<file path="src/rtl/spi_master_arbiter.sv">
// Round-robin SPI mode-0 master sharing one bus between NREQ requesters, one 8-bit full-duplex transfer per grant.
// Latency: grant one cycle after req seen in IDLE; done pulses 18*CLK_DIV cycles after grant; next grant CS_GAP cycles later.
// Backpressure: req is a level held by the requester; it is sampled only when the bus is free and ignored mid-transfer.
module spi_master_arbiter #(
    parameter int NREQ    = 2,
    parameter int CLK_DIV = 2,
    parameter int CS_GAP  = 2
) (
    input  logic              clk,
    input  logic              rst,
    input  logic [NREQ-1:0]   req,
    input  logic [8*NREQ-1:0] tx_data,
    output logic [NREQ-1:0]   grant,
    output logic [NREQ-1:0]   done,
    output logic [7:0]        rx_data,
    output logic              busy,
    output logic              CS_n,
    output logic              SCLK,
    output logic              MOSI,
    input  logic              MISO
);

    localparam int PW   = (NREQ > 1) ? $clog2(NREQ) : 1;
    localparam int CMAX = (CLK_DIV > CS_GAP) ? CLK_DIV : CS_GAP;
    localparam int CW   = $clog2(CMAX + 1);

    typedef enum logic [2:0] {IDLE, SETUP, XFER, HOLD, GAP} state_t;

    state_t          state;
    state_t          state_nxt;
    logic [CW-1:0]   cnt;
    logic [2:0]      bit_cnt;
    logic [6:0]      tx_shift;
    logic [7:0]      rx_shift;
    logic [PW-1:0]   rr_ptr;
    logic [PW-1:0]   owner;

    // FSM strobes
    logic            load;
    logic            tick;
    logic            finish;
    logic            div_end;
    logic            gap_end;

    // Arbitration results
    logic            any_req;
    logic            found;
    logic [PW:0]     arb_sum;
    logic [PW-1:0]   arb_cand;
    logic [PW-1:0]   arb_idx;
    logic [NREQ-1:0] arb_onehot;
    logic [7:0]      sel_tx;

    assign busy    = (state != IDLE);
    assign any_req = |req;
    assign div_end = (cnt == CW'(CLK_DIV - 1));
    assign gap_end = (cnt == CW'(CS_GAP - 1));

    // Round-robin pick: first set req at or after rr_ptr, wrapping modulo NREQ
    always_comb begin
        found      = 1'b0;
        arb_sum    = '0;
        arb_cand   = '0;
        arb_idx    = '0;
        arb_onehot = '0;
        sel_tx     = 8'h00;
        for (int i = 0; i < NREQ; i++) begin
            arb_sum = {1'b0, rr_ptr} + (PW + 1)'(i);
            if (arb_sum >= (PW + 1)'(NREQ)) begin
                arb_sum = arb_sum - (PW + 1)'(NREQ);
            end
            arb_cand = arb_sum[PW-1:0];
            if (!found && req[arb_cand]) begin
                found   = 1'b1;
                arb_idx = arb_cand;
            end
        end
        for (int i = 0; i < NREQ; i++) begin
            if (PW'(i) == arb_idx) begin
                arb_onehot[i] = 1'b1;
                sel_tx        = tx_data[8*i +: 8];
            end
        end
    end

    // State register
    always_ff @(posedge clk) begin
        if (rst) begin
            state <= IDLE;
        end else begin
            state <= state_nxt;
        end
    end

    // Next-state and per-cycle strobes; the last GAP cycle arbitrates so the next grant lands right after the gap
    always_comb begin
        state_nxt = state;
        load      = 1'b0;
        tick      = 1'b0;
        finish    = 1'b0;
        case (state)
            IDLE: begin
                if (any_req) begin
                    load      = 1'b1;
                    state_nxt = SETUP;
                end
            end
            SETUP: begin
                if (div_end) begin
                    state_nxt = XFER;
                end
            end
            XFER: begin
                if (div_end) begin
                    tick = 1'b1;
                    if (SCLK && bit_cnt == 3'd7) begin
                        state_nxt = HOLD;
                    end
                end
            end
            HOLD: begin
                if (div_end) begin
                    finish    = 1'b1;
                    state_nxt = GAP;
                end
            end
            GAP: begin
                if (gap_end) begin
                    if (any_req) begin
                        load      = 1'b1;
                        state_nxt = SETUP;
                    end else begin
                        state_nxt = IDLE;
                    end
                end
            end
            default: state_nxt = IDLE;
        endcase
    end

    // Datapath: counters, shift registers, bus pins, grant/done and round-robin pointer
    always_ff @(posedge clk) begin
        if (rst) begin
            cnt      <= '0;
            bit_cnt  <= 3'd0;
            tx_shift <= 7'd0;
            rx_shift <= 8'h00;
            rr_ptr   <= '0;
            owner    <= '0;
            grant    <= '0;
            done     <= '0;
            rx_data  <= 8'h00;
            CS_n     <= 1'b1;
            SCLK     <= 1'b0;
            MOSI     <= 1'b0;
        end else begin
            done <= '0;

            if (state == IDLE || tick || state_nxt != state) begin
                cnt <= '0;
            end else begin
                cnt <= cnt + CW'(1);
            end

            if (load) begin
                grant    <= arb_onehot;
                owner    <= arb_idx;
                CS_n     <= 1'b0;
                SCLK     <= 1'b0;
                MOSI     <= sel_tx[7];
                tx_shift <= sel_tx[6:0];
                bit_cnt  <= 3'd0;
            end

            if (tick) begin
                SCLK <= ~SCLK;
                if (!SCLK) begin
                    rx_shift <= {rx_shift[6:0], MISO};
                end else begin
                    bit_cnt <= bit_cnt + 3'd1;
                    if (bit_cnt == 3'd7) begin
                        MOSI <= 1'b0;
                    end else begin
                        MOSI     <= tx_shift[6];
                        tx_shift <= {tx_shift[5:0], 1'b0};
                    end
                end
            end

            if (finish) begin
                CS_n    <= 1'b1;
                rx_data <= rx_shift;
                done    <= grant;
                grant   <= '0;
                rr_ptr  <= (owner == PW'(NREQ - 1)) ? '0 : owner + PW'(1);
            end
        end
    end

endmodule
</file>
<file path="config.mk">
export PLATFORM = sky130hd
export DESIGN_NAME = spi_master_arbiter
export DESIGN_NICKNAME = d
export VERILOG_FILES = /design/src/rtl/spi_master_arbiter.sv
export SDC_FILE = /design/constraint.sdc
export NUM_CORES = 1
export LEC_CHECK = 0
export ABC_AREA = 1
export CORE_UTILIZATION = 50
export CTS_BUF_LIST = sky130_fd_sc_hd__clkbuf_4
export CTS_CLUSTER_DIAMETER = 100
export DETAILED_ROUTE_END_ITERATION = 10
export DONT_BUFFER_PORTS = 1
export GPL_TIMING_DRIVEN = 0
export SLEW_MARGIN = 20
export SYNTH_ARGS = -nofsm -noshare
export SYNTH_HDL_FRONTEND = slang
export SYNTH_SLANG_ARGS = --single-unit
</file>
<file path="constraint.sdc">
create_clock -name clk -period 1.81 [get_ports clk]
set_clock_uncertainty 0.15 [all_clocks]
set_input_delay 0.0905 -clock clk [delete_from_list [all_inputs] [get_ports clk]]
set_output_delay 0.0905 -clock clk [all_outputs]
set_load 0.005 [all_outputs]
</file>
==> impl_metrics.ini <==
[power_and_ir_drop]
peakVddDrop_v = 0.0006128
power.leakage_nw = 0.8140
finalPower_mw = 1.622
power_density_nw_per_um2 = 812.4

[sta]
final-max-slew-violation-count = 0
post-route-min-period_ps = 1647
hold_ws_ps = 63.09
slew_headroom_pct = 68.70
finalCritPeriodShare_pct = 91.01
worst-slew-pin-transition_ps = 469.5
setup-tns-final_ps = 0
timing.fmax_ghz = 0.6071
hold_viol_final = 0
setup_ws_ps = 162.7
setup_viol = 0

[synthesis]
syn_area_um2 = 1675
synth_top_area_share_pct = 47.80
yosysMostFrequentCell = nand2_1
synth_edf_count = 0
postSynth.asyncResetShare_pct = 0
ys.flop_type = dfxtp_1
synth_cell_types = 25
synthesis.nets = 253
ys_ff_latch = 40
syn_avg_cell_area_um2 = 7.316
syn_inst = 229
ys_top_cells_by_area = dfxtp_1, nand2_1, o21ai_1
yosys_warnings = 0
yosysSeqAreaShare_pct = 47.80
yosysTopAreaCell = dfxtp_1
synth_common_cells = nand2_1, dfxtp_1, o21ai_1

[clock_tree]
cts_root_buffer = clkbuf_4
cts_setup_buffers = 0
clkSinkCount = 40
clk_latency_ps = 340
cts_tree = built
cts.clk_slew.worst_paths_ps = 120
htreeDepth = 2
cts_buffers = 5
cts.path.max_buffers = 2

[grt]
top_usage_layer = met2
gr-total-overflow = 0
grt_max_degree = 14
grt_pass1_wl_mm = 5.961
grtUsageMet2_pct = 38.73
met1_usage_pct = 26.65
antenna_found_initial = 0
grt_pass1_vias = 1422
met3_usage_pct = 6.494
grt_use_total_pct = 22.69

[layout]
antenna_cells = 0
fill_cells = 288
finalInstanceArea_um2 = 1997
area_growth_pct = 19.19
final_layout_size_suffix_gt1_share_pct = 10.51
final_nets = 280

[die]
die_x_um = 59.89
design.die.area_um2 = 3586
initial_core_util_pct = 53.56
fp.dieH_um = 59.89
ios = 37
num_rows = 20
core_um2 = 3128

[worst_setup_path]
max_stage_delay_ps = 360
reg2reg_slack_ps = 160
reg2reg_to = rx_shift[6]$_SDFFE_PP0P_
cp_cell_sequence = ha_1 > inv_2 > nor2_4 > nand2_2 > buf_2 > o21ai_1 > a21oi_1
worstPathMaxFanout = 10
end_kind = flop
worstPathArrival_ps = 1740
crit_end = rx_shift[6]$_SDFFE_PP0P_
cp_slowest_cell = dfxtp_1
cp.required_ps = 1910
rr_startpoint = cnt[0]$_SDFF_PP0_
startpoint_type = flop
reg2regPathDepth = 7
crit_type = reg2reg
critPathLaunch = cnt[0]$_SDFF_PP0_

[routing]
remaining_drc_errors = 0
routed_via_density = 5.027
vias = 1513
wire_per_inst_um = 12.37
drtAntennaViolNets = 0
dr.pass1.iters = 4
routed_wl_mm = 3.723
drt-initial-drc-count = 96

[hold_path]
hp-class = in2reg

[placed_design]
pre_cts_slack_ps = 190.9
placed_cell_area_um2 = 1730
dp_hpwl_mm = 2.563
place_congestion = 0.7869
port_buffers = 0

[run_status]
status = completed

[job]
cap_violations = 0
==> flip-flops by register name (all words and copies together), names as in the netlist, 2 cells and up <==
signal,cells
cnt,2
state,3
tx_shift,7
done,2
rx_data,8
grant,2
rx_shift,8
bit_cnt,3
==> how the worst min path moves through the flow <==
stage / depth (start not counted) / slack [ps] / from / to
global route: 3 / 70 / req[1] / grant[0]$_SDFFE_PP0P_
global placement: 2 / 130 / tx_data[0] / tx_shift[0]$_SDFF_PP0_
floorplan: 2 / 100 / tx_data[0] / tx_shift[0]$_SDFF_PP0_
detailed placement: 2 / 140 / MISO / rx_shift[0]$_SDFFE_PP0P_
finish: 3 / 60 / req[1] / grant[0]$_SDFFE_PP0P_
CTS: 3 / 30 / req[1] / grant[0]$_SDFFE_PP0P_
==> stage by stage <==
step                      cells  utilization, %
after global placement      273           55.32
after global routing        301           63.84
after detailed placement    273           55.32
after floorplan             229               -
final                       301           63.84
after CTS                   301           63.68
==> worst max-delay path: cells and delay by family, from the launching register on <==
| kind | cells | cell delay [ps] |
|---|---|---|
| AO/OA/AOI/OAI | 2 | 190 |
| AND/OR/NAND/NOR | 2 | 310 |
| flip-flops | 1 | 360 |
| buffers and inverters | 2 | 310 |
| adder cells (fa/ha/maj) | 1 | 230 |
==> layout make-up <==
class                           count  area [µm²]  share of cell area (%)
Timing Repair Buffer               20       200.2                   10.03
Clock inverter                      2       16.27                  0.8145
Clock buffer                        6       45.04                   2.256
Buffer                              7       43.79                   2.193
Tap cell                           44       55.05                   2.757
Inverter                           24       90.09                   4.511
Sequential cell                    40       800.8                   40.10
Multi-Input combinational cell    158       745.7                   37.34
==> logic make-up after synthesis <==
| family | share of synthesized area, % |
|---|---|
| AOI/OAI and AO/OA | 14.49 |
| adders and majority gates | 2.241 |
| buffers and inverters | 7.991 |
| DFF | 47.80 |
| and+or+nand+nor | 27.48 |
==> what timing repair did <==
item / CTS / global route
resized for setup: 0 / 1
hold buffers: 20 / 0
endpoints found under the hold margin: 15 / 0
endpoints found under the setup margin: 0 / 1
==> per-layer routing <==
metal / routed length (µm) / up-vias
met5: 0 / -
met4: 55 / 0
met3: 138 / 6
met2: 1709 / 36
met1: 1819 / 678
li1: - / 793
==> cells in the final DEF (no fill, tap or decap), drive strengths merged <==
master,n
nand3,15
ha,3
dfxtp,40
clkinv,1
a31oi,1
buf,6
clkinvlp,1
inv,24
nor2,25
clkbuf,7
o21ai,25
o22ai,1
nor3,2
a21oi,21
dlygate4sd3,20
nand2,63
nor4,1
nand4,1
==> report_power, final <==
part | internal [mW] | switching (mW)
clock | 0.170 | 0.293
sequential | 0.914 | 0.0222
combinational | 0.0915 | 0.132
total | 1.17 | 0.448
Power figures use the tool's default switching activity.
